### src/rtl/pwm_sched_pkg.sv
// Shared definitions for the PWM frame scheduler: FSM state encoding and
// default frame geometry.
package pwm_sched_pkg;

  localparam int SLOTS_DEF      = 4;
  localparam int SLOT_TICKS_DEF = 4;
  localparam int PRESCALE_DEF   = 2;

  typedef enum logic [1:0] {
    ST_IDLE  = 2'd0,
    ST_RUN   = 2'd1,
    ST_DRAIN = 2'd2
  } sched_state_e;

endpackage

### src/rtl/pwm_tick_prescaler.sv
// Divides clk down to a one-cycle tick enable every PRESCALE cycles while en
// is high; the count is held at zero while en is low.
module pwm_tick_prescaler
  import pwm_sched_pkg::*;
#(
  parameter int PRESCALE = PRESCALE_DEF
) (
  input  logic clk,
  input  logic rst_n,
  input  logic en,
  output logic tick
);

  localparam int            PW   = (PRESCALE > 1) ? $clog2(PRESCALE) : 1;
  localparam logic [PW-1:0] LAST = PW'(PRESCALE - 1);

  logic [PW-1:0] r_cnt;

  // Idle holds the count at zero so every run starts a full tick period.
  always_ff @(posedge clk or negedge rst_n) begin
    if (!rst_n) begin
      r_cnt <= '0;
    end else if (!en) begin
      r_cnt <= '0;
    end else if (r_cnt == LAST) begin
      r_cnt <= '0;
    end else begin
      r_cnt <= r_cnt + PW'(1);
    end
  end

  assign tick = en && (r_cnt == LAST);

endmodule

### src/rtl/pwm_frame_sched.sv
// Frame-based PWM player: SLOTS duty slots of SLOT_TICKS ticks each, with a
// shadow duty table that is committed to the active table at frame boundaries.
module pwm_frame_sched
  import pwm_sched_pkg::*;
#(
  parameter int SLOTS      = SLOTS_DEF,
  parameter int SLOT_TICKS = SLOT_TICKS_DEF,
  parameter int DW         = 3,
  parameter int PRESCALE   = PRESCALE_DEF
) (
  input  logic                     clk,
  input  logic                     rst_n,
  input  logic                     start,
  input  logic                     stop,
  input  logic                     wr_valid,
  output logic                     wr_ready,
  input  logic [$clog2(SLOTS)-1:0] wr_slot,
  input  logic [DW-1:0]            wr_duty,
  input  logic                     commit,
  output logic                     pwm_out,
  output logic [$clog2(SLOTS)-1:0] slot_idx,
  output logic                     frame_done,
  output logic                     busy,
  output logic                     commit_pending
);

  localparam int SW = $clog2(SLOTS);
  localparam int TW = (SLOT_TICKS > 1) ? $clog2(SLOT_TICKS) : 1;

  sched_state_e  r_state;
  logic [1:0]    r_sync;
  logic [TW-1:0] r_tick_cnt;
  logic [SW-1:0] r_slot;
  logic [DW-1:0] r_shadow [SLOTS];
  logic [DW-1:0] r_active [SLOTS];
  logic [DW-1:0] w_shadow_nxt [SLOTS];
  logic          r_pending;
  logic          r_pwm;
  logic          r_frame_done;
  logic          r_busy;
  logic          w_rst_n;
  logic          w_run_en;
  logic          w_tick;
  logic          w_tick_last;
  logic          w_bound;
  logic          w_wr_fire;
  logic          w_start_go;

  function automatic logic [DW-1:0] sat_duty(input logic [DW-1:0] d);
    if (d > DW'(SLOT_TICKS)) return DW'(SLOT_TICKS);
    else return d;
  endfunction

  // Reset asserts asynchronously but releases two clocks after rst_n rises.
  always_ff @(posedge clk or negedge rst_n) begin
    if (!rst_n) r_sync <= 2'b00;
    else        r_sync <= {r_sync[0], 1'b1};
  end
  assign w_rst_n = r_sync[1];

  assign w_run_en    = (r_state != ST_IDLE);
  assign w_wr_fire   = wr_valid && !r_pending;
  assign w_start_go  = (r_state == ST_IDLE) && start && !stop;
  assign w_tick_last = (r_tick_cnt == TW'(SLOT_TICKS - 1));
  assign w_bound     = w_tick && w_tick_last && (r_slot == SW'(SLOTS - 1));

  pwm_tick_prescaler #(.PRESCALE(PRESCALE)) u_prescaler (
    .clk   (clk),
    .rst_n (w_rst_n),
    .en    (w_run_en),
    .tick  (w_tick)
  );

  // Shadow table as it will look after this cycle's accepted write.
  always_comb begin
    w_shadow_nxt = r_shadow;
    if (w_wr_fire) w_shadow_nxt[wr_slot] = sat_duty(wr_duty);
    else           w_shadow_nxt = r_shadow;
  end

  // A start together with a commit takes the fresh shadow before the first tick.
  always_ff @(posedge clk or negedge w_rst_n) begin
    if (!w_rst_n) begin
      for (int i = 0; i < SLOTS; i++) begin
        r_shadow[i] <= '0;
        r_active[i] <= '0;
      end
      r_pending <= 1'b0;
    end else begin
      r_shadow <= w_shadow_nxt;
      if (w_start_go && (r_pending || commit)) begin
        r_active  <= w_shadow_nxt;
        r_pending <= 1'b0;
      end else if (r_pending && ((r_state == ST_IDLE) || w_bound)) begin
        r_active  <= r_shadow;
        r_pending <= 1'b0;
      end else if (commit) begin
        r_pending <= 1'b1;
      end else begin
        r_pending <= r_pending;
      end
    end
  end

  // Playback FSM with slot/tick position and registered PWM outputs.
  always_ff @(posedge clk or negedge w_rst_n) begin
    if (!w_rst_n) begin
      r_state      <= ST_IDLE;
      r_tick_cnt   <= '0;
      r_slot       <= '0;
      r_pwm        <= 1'b0;
      r_frame_done <= 1'b0;
      r_busy       <= 1'b0;
    end else begin
      r_frame_done <= w_bound;
      r_pwm        <= w_run_en && (DW'(r_tick_cnt) < r_active[r_slot]);
      case (r_state)
        ST_IDLE: begin
          r_tick_cnt <= '0;
          r_slot     <= '0;
          if (w_start_go) begin
            r_state <= ST_RUN;
            r_busy  <= 1'b1;
          end else begin
            r_state <= ST_IDLE;
            r_busy  <= 1'b0;
          end
        end
        ST_RUN, ST_DRAIN: begin
          if (w_tick && w_tick_last) begin
            r_tick_cnt <= '0;
            r_slot     <= (r_slot == SW'(SLOTS - 1)) ? '0 : r_slot + SW'(1);
          end else if (w_tick) begin
            r_tick_cnt <= r_tick_cnt + TW'(1);
          end
          if (w_bound && (r_state == ST_DRAIN)) begin
            r_state <= ST_IDLE;
            r_busy  <= 1'b0;
          end else if ((r_state == ST_RUN) && stop) begin
            r_state <= ST_DRAIN;
            r_busy  <= 1'b1;
          end
        end
        default: begin
          r_state    <= ST_IDLE;
          r_tick_cnt <= '0;
          r_slot     <= '0;
          r_busy     <= 1'b0;
        end
      endcase
    end
  end

  assign wr_ready       = !r_pending;
  assign commit_pending = r_pending;
  assign pwm_out        = r_pwm;
  assign slot_idx       = r_slot;
  assign frame_done     = r_frame_done;
  assign busy           = r_busy;

endmodule

### config.mk
export PLATFORM = sky130hd
export DESIGN_NAME = pwm_frame_sched
export DESIGN_NICKNAME = d
export VERILOG_FILES = /design/src/rtl/pwm_sched_pkg.sv /design/src/rtl/pwm_tick_prescaler.sv /design/src/rtl/pwm_frame_sched.sv
export SDC_FILE = /design/constraint.sdc
export NUM_CORES = 1
export LEC_CHECK = 0
export BUFFER_PORTS_ARGS = -buffer_cell sky130_fd_sc_hd__buf_2
export CAP_MARGIN = 20
export CORE_ASPECT_RATIO = 0.5
export CORE_UTILIZATION = 40
export DETAILED_ROUTE_END_ITERATION = 10
export HOLD_SLACK_MARGIN = 0.1
export REMOVE_ABC_BUFFERS = 1
export SLEW_MARGIN = 25
export SYNTH_ARGS = -nofsm -noshare
export SYNTH_HDL_FRONTEND = slang
export SYNTH_SLANG_ARGS = --single-unit
export TNS_END_PERCENT = 5
### constraint.sdc
create_clock -name clk -period 2.4 [get_ports clk]
set_clock_uncertainty 0.15 [all_clocks]
set_input_delay 0.24 -clock clk [delete_from_list [all_inputs] [get_ports clk]]
set_output_delay 0.24 -clock clk [all_outputs]
set_load 0.02 [all_outputs]
==> out/qor.csv, run 1 <==
stage;metric;value;unit
synthesis;Mean Syn Cell Area;11.47;sq um
routing;number of routed nets with antenna violations;0;
grt;vias in the first global route;1218;
die;Die H;49.44;um
clock_network;Skew-Pair Late Insertion Delay;280;ps
worst_setup_path;startpoint types;flop;
final_layout;most common cell after layout, fill and taps aside;dfrtp_1;
synthesis;number of synthesized register bits;37;
worst_setup_path;CP cell instances;ha_1 -> a31oi_1 -> o22ai_2 -> o221a_2;
synthesis;Yosys top cell area share;51.42;%
grt;pin count of the biggest net entering global routing;36;
run;total of max-cap violations;0;
timing;Max Clock Freq;475.3;MHz
worst_setup_path;critical path arrival;2130;ps
grt;initial antenna violation count;0;
timing;Slew Viols, Final;0;
worst_setup_path;Setup Crit Path Kind;flop to flop;
die;full die area;0.004790;sq mm
clock_network;CTS Root Cell;clkbuf_8;
worst_setup_path;CP bufs+invs;0;
routing;drt first pass iters;4;
run_status;outcome;complete, no violations;
routing;Residual DRC;0;
placed_design;post-DP HPWL;2682;um
pwr;Overall Power;2.325;mW
die;Ports;18;
worst_setup_path;Reg-to-Reg End;r_active[1]$_DFFE_PN0P_;
clock_network;setup bufs post-CTS;0;
worst_setup_path;delay-heaviest family, CP;compound AO/OA/AOI/OAI gates;
clock_network;CTS sink cnt;37;
placed_design;Placer Congestion;0.7837;
synthesis;Synth cell types;37;
final_layout;Antenna diodes;0;
routing;vias post-DR;1274;
routing;Avg WL per Cell;15.51;um
worst_setup_path;Critical Path Max Stage Delay;490;ps
synthesis;Ys Warns;0;
synthesis;ys async rst share;100.0;%
pwr;power per cell area;1130;mW/mm^2
timing;Tmin final;2104;ps
timing;setup TNS;0;ps
final_layout;fin nets;198;
synthesis;number of enable flip-flop cells after synthesis;0;
final_layout;share of cells above drive strength 1;28.89;%
placed_design;I/O Buffers;17;
timing;RSZ-0062 raised after global routing;no;
clock_network;CTS tree;built;
worst_setup_path;Worst Setup End Kind;flop;
die;core region area;0.004104;sq mm
synthesis;synth top area cells;dfrtp_1, o221a_2, ha_1, nand2_1, mux4_2;
worst_setup_path;RR Startpoint;slot_idx[0]$_DFFE_PN0P_;
pwr;IR drop worst, VDD;0.4119;mV
final_layout;Fill cells;364;
clock_network;CTS max path bufs;2;
grt;first-pass GRT wire length;6113;um
worst_setup_path;Worst Reg-to-Reg Cells;4;
worst_setup_path;WP data required;2420;ps
final_layout;P&R area growth vs syn;14.25;%
timing;slew margin rel.;64.34;%
die;DIE WIDTH;96.88;um
timing;final hold vios;0;
synthesis;cells after synthesis;157;
synthesis;largest area contributor in the netlist;dfrtp_1;
clock_network;TritonCTS Buffers;5;
clock_network;htree depth;2;
final_layout;commonest cells after routing, fill and taps aside;dfrtp_1, nand2_1, buf_2, o221a_2, nor2_1;
timing;Setup-failing EPs final;0;
final_layout;area of the multi-input gates;834.6;sq um
routing;DR iter-0 viols;33;
synthesis;post-synthesis sequential area ratio;51.42;%
timing;Slew @ Worst Pin;533.0;ps
die;num rows;16;
timing;Period Utilization, post-route;87.66;%
hold_path;worst hold-check path type;primary input to async pin;
grt;GR Overflow Total;0;
worst_setup_path;Crit Path Max Fanout;12;
grt;Global Route Usage Sum;17.15;%
worst_setup_path;critical path's slowest cell;dfrtp_1;
routing;routed wire length;3630;um
synthesis;main flop type after synthesis;dfrtp_1;
final_layout;Register Area;925.9;sq um
synthesis;Mapped Area;0.001800;sq mm
worst_setup_path;internal reg-to-reg setup slack;300;ps
pwr;P_leak;0.8955;nW
routing;Via density;5.444;
die;Initial Utilization;43.87;%
clock_network;clock slew at reported path FFs;70;ps
==> final cells by class <==
cell class	instances	share of cell area [%]
Clock buffer	7	4.197
Inverter	4	0.7299
Multi-Input combinational cell	110	40.57
Sequential cell	37	45.01
Tap cell	54	3.285
Timing Repair Buffer	22	6.204
==> cells by family after synthesis <==
group | after synthesis | synth area share [%]
fa+ha+maj | 7 | 4.864
other cells | 1 | 0.2083
buf+inv | 10 | 2.570
mux | 10 | 7.922
compound gates | 35 | 15.22
simple gates | 57 | 17.79
flops | 37 | 51.42
==> synth_stat cells, types with 2 or more instances <==
cell,n
ha_1,7
nand2b_1,5
clkbuf_1,3
mux2_2,4
o21ai_0,9
nor2b_1,5
o221a_2,12
dfrtp_1,37
nand2_1,19
mux2i_1,3
nand4bb_1,2
a21oi_1,5
nor2_1,11
nand2b_2,2
inv_1,4
a21boi_0,3
mux4_2,3
nor3_1,4
==> how the worst max path moves through the flow <==
stage	depth (start not counted)	startpoint	endpoint	slack, ps
after floorplan	4	slot_idx[0]$_DFFE_PN0P_	r_active[6]$_DFFE_PN0P_	410
after global placement	5	r_state[0]$_DFFE_PN0P_	r_active[6]$_DFFE_PN0P_	180
after detailed placement	5	r_state[0]$_DFFE_PN0P_	r_active[6]$_DFFE_PN0P_	80
after CTS	5	r_state[0]$_DFFE_PN0P_	r_active[6]$_DFFE_PN0P_	60
after global routing	5	slot_idx[0]$_DFFE_PN0P_	r_active[0]$_DFFE_PN0P_	170
final	4	slot_idx[0]$_DFFE_PN0P_	r_active[1]$_DFFE_PN0P_	300
==> power by group <==
group | switching [mW] | internal, mW | total, mW
Combinational | 0.429 | 0.445 | 0.874
Clock | 0.204 | 0.228 | 0.432
Sequential | 0.163 | 0.857 | 1.02
==> through the flow <==
stage / instances / util [%] / setup WS, ps / hold slack [ps] / area (sq um)
3_3_place_gp: 225 / 47.38 / 176.0 / -123.9 / 1944
4_1_cts: 234 / 49.97 / 60.45 / 105.2 / 2051
3_5_place_dp: 225 / 47.38 / 77.26 / -122.7 / 1944
5_1_grt: 234 / 50.12 / 171.7 / 109.5 / 2057
2_1_floorplan: 151 / - / 412.4 / -205.6 / 1769
6_report: 234 / 50.12 / 296.3 / 113.1 / 2057
==> metal layers <==
metal  vias to the layer above  track usage (%)  share of wire (%)
met1                       613            23.51                 52
met3                         8            4.871                4.8
met2                        33            25.12                 42
li1                        620                -                  -
met4                         0            8.209                1.9
met5                         -                0                  0
==> registers in the layout, indices dropped and copies added (netlist names) <==
register           flops
busy                   1
commit_pending         1
frame_done             1
pwm_out                1
r_active              12
r_shadow              12
r_state                2
r_sync                 2
r_tick_cnt             2
slot_idx               2
u_prescaler.r_cnt      1
==> what timing repair did <==
item	4_1_cts	5_1_grt
hold buffers	2	0
resized for setup	0	1
hold endpoints to repair	3	0
endpoints found under the setup margin	0	12
Power figures use the tool's default switching activity.
==> run 2: changes to the inputs <==
- BUFFER_PORTS_ARGS: -buffer_cell sky130_fd_sc_hd__buf_2 -> -buffer_cell sky130_fd_sc_hd__clkbuf_2
- CTS_BUF_LIST: default -> sky130_fd_sc_hd__clkbuf_16
==> run 2 against run 1 <==
Compared with the run above: via count down 3.0%; first-iteration DRC count up 9.1%; maximum frequency up 1.8%; register-to-register slack better by 40 ps; die area unchanged; routed wire length down 2.7%; setup slack better by 37 ps; power up 6.7%; cell count unchanged; global-route usage down 0.32 points; highest routed layer unchanged.
==> out/qor.csv, run 2 (synthesis results as in run 1) <==
stage;metric;value;unit;change
run_status;outcome;complete, no violations;;
final_layout;commonest cells after routing, fill and taps aside;dfrtp_1, nand2_1, clkbuf_2, o221a_2, nor2_1;;
routing;vias post-DR;1236;;-3.0%
timing;Slew @ Worst Pin;556.3;ps;+23.36 ps
die;full die area;0.004790;sq mm;unchanged
clock_network;CTS tree;built;;
worst_setup_path;RR Startpoint;slot_idx[0]$_DFFE_PN0P_;;
final_layout;Fill cells;360;;-1.1%
final_layout;Final Cell Area;0.002097;sq mm;+1.9%
run;total of max-cap violations;0;;unchanged
worst_setup_path;Crit Path Max Fanout;12;;unchanged
final_layout;biggest regs;r_active x12, r_shadow x12;;
placed_design;Placed Area;0.001944;sq mm;unchanged
hold_path;WHS Path Cells;3;;
die;Initial Utilization;43.87;%;unchanged
final_layout;Antenna diodes;0;;unchanged
hold_path;worst hold-check path type;primary input to flop;;
timing;setup TNS;0;ps;unchanged
timing;Max Clock Freq;483.9;MHz;+1.8%
grt;GR Overflow Total;0;;unchanged
routing;DR iter-0 viols;36;;+9.1%
final_layout;P&R area growth vs syn;16.47;%;
hold_path;hold worst-path end;commit_pending$_DFFE_PN0P_;;
placed_design;I/O Buffers;17;;unchanged
die;DIE WIDTH;96.88;um;unchanged
routing;Via density;5.282;;-3.0%
clock_network;CTS Root Cell;clkbuf_16;;
routing;drt first pass iters;4;;unchanged
die;Die H;49.44;um;unchanged
clock_network;CTS max path bufs;2;;unchanged
routing;Avg WL per Cell;15.09;um;-2.7%
worst_setup_path;startpoint types;flop;;
timing;final hold vios;0;;unchanged
timing;slew margin rel.;62.77;%;-1.6 points
worst_setup_path;critical path arrival;2070;ps;-60 ps
pwr;P_leak;0.9241;nW;+3.2%
die;num rows;16;;unchanged
worst_setup_path;crit path launch;slot_idx[0]$_DFFE_PN0P_;;
final_layout;fin nets;197;;-0.51%
timing;WHS;114.6;ps;+1.511 ps
routing;number of routed nets with antenna violations;0;;unchanged
grt;initial antenna violation count;0;;unchanged
hold_path;hold path startpoint;commit;;
placed_design;Placer Congestion;0.7793;;-0.56%
grt;first-pass GRT wire length;6058;um;-0.90%
pwr;IR drop worst, VDD;0.3484;mV;-15%
die;Ports;18;;unchanged
die;core region area;0.004104;sq mm;unchanged
final_layout;final core utilization;51.10;%;+0.98 points
final_layout;most common cell after layout, fill and taps aside;dfrtp_1;;
worst_setup_path;Setup Crit Path Kind;flop to flop;;
pwr;power per cell area;1184;mW/mm^2;+4.7%
grt;vias in the first global route;1180;;-3.1%
worst_setup_path;Worst Setup End Kind;flop;;
timing;Tmin final;2067;ps;-37.23 ps
clock_network;htree depth;2;;unchanged
routing;routed wire length;3531;um;-2.7%
clock_network;CTS sink cnt;37;;unchanged
worst_setup_path;internal reg-to-reg setup slack;330;ps;+40 ps
pwr;Overall Power;2.482;mW;+6.7%
grt;Global Route Usage Sum;16.83;%;-0.32 points
worst_setup_path;Worst Reg-to-Reg Cells;4;;unchanged
clock_network;TritonCTS Buffers;5;;unchanged
placed_design;post-DP HPWL;2598;um;-3.1%
timing;Setup-failing EPs final;0;;unchanged
grt;pin count of the biggest net entering global routing;36;;unchanged
timing;Period Utilization, post-route;86.11;%;-1.6 points
clock_network;clock slew at reported path FFs;50;ps;-20 ps
worst_setup_path;Reg-to-Reg End;r_active[1]$_DFFE_PN0P_;;
worst_setup_path;WP data required;2410;ps;about the same
timing;RSZ-0062 raised after global routing;no;;
timing;Slew Viols, Final;0;;unchanged
clock_network;Skew-Pair Late Insertion Delay;270;ps;about the same
routing;Residual DRC;0;;unchanged
final_layout;share of cells above drive strength 1;28.33;%;-0.56 points
[run 2: cell count changes in the layout (fill, tap and decap cells not counted), sizes merged]
cell,delta
buf,-17
clkbuf,+15
dlygate4sd3,-1
inv,+3
[run 2: area by class of cell]
cell class / instances / area [sq um] / area share [%]
tap: 54 / 67.56 / 3.222
inverter: 4 / 15.01 / 0.7160
clock inverter: 3 / 11.26 / 0.5370
sequential: 37 / 925.9 / 44.15
multi-input combinational: 110 / 834.6 / 39.80
timing repair buffer: 21 / 117.6 / 5.609
clock buffer: 5 / 125.1 / 5.967
[run 2: worst max-delay path, cell delays in order, from the launching register on]
cell and delay, ps:
dfrtp_1 470, ha_1 280, a31oi_1 410, o22ai_2 300, o221a_2 340
[run 2: through the flow]
stage	instances	setup slack [ps]
6_report	234	333.5
5_1_grt	234	199.6
4_1_cts	234	74.73
3_5_place_dp	225	86.91
3_3_place_gp	225	180.8
2_1_floorplan	151	412.4
[run 2: power by group]
part | leakage (nW) | total [mW] | internal [mW] | switching [mW]
Clock | 0.0776 | 0.596 | 0.373 | 0.224
Combinational | 0.385 | 0.861 | 0.443 | 0.419
Sequential | 0.462 | 1.02 | 0.859 | 0.166
Total | 0.924 | 2.48 | 1.67 | 0.808
[run 2: per-layer routing]
layer  vias to the layer above  track usage, %  wire (um)
met2                        28           23.24       1452
li1                        616               -          -
met3                         4           5.014        164
met4                         0           5.970         29
met1                       588           24.79       1884
met5                         -               0          0
[run 2: how the worst max path moves through the flow]
| stage | slack [ps] | endpoint | depth (start not counted) |
|---|---|---|---|
| floorplan | 410 | r_active[6]$_DFFE_PN0P_ | 4 |
| finish | 330 | r_active[1]$_DFFE_PN0P_ | 4 |
| CTS | 70 | r_active[8]$_DFFE_PN0P_ | 5 |
| detailed placement | 90 | r_active[6]$_DFFE_PN0P_ | 5 |
| global placement | 180 | r_active[7]$_DFFE_PN0P_ | 5 |
| global route | 200 | r_active[7]$_DFFE_PN0P_ | 5 |
[run 2: what timing repair did]
action                                 in CTS  in global routing
gates resized for setup                     0                  1
setup endpoints to repair                   0                 12
hold buffers                                1                  0
endpoints found under the hold margin       2                  0
setup buffers                               0                  0
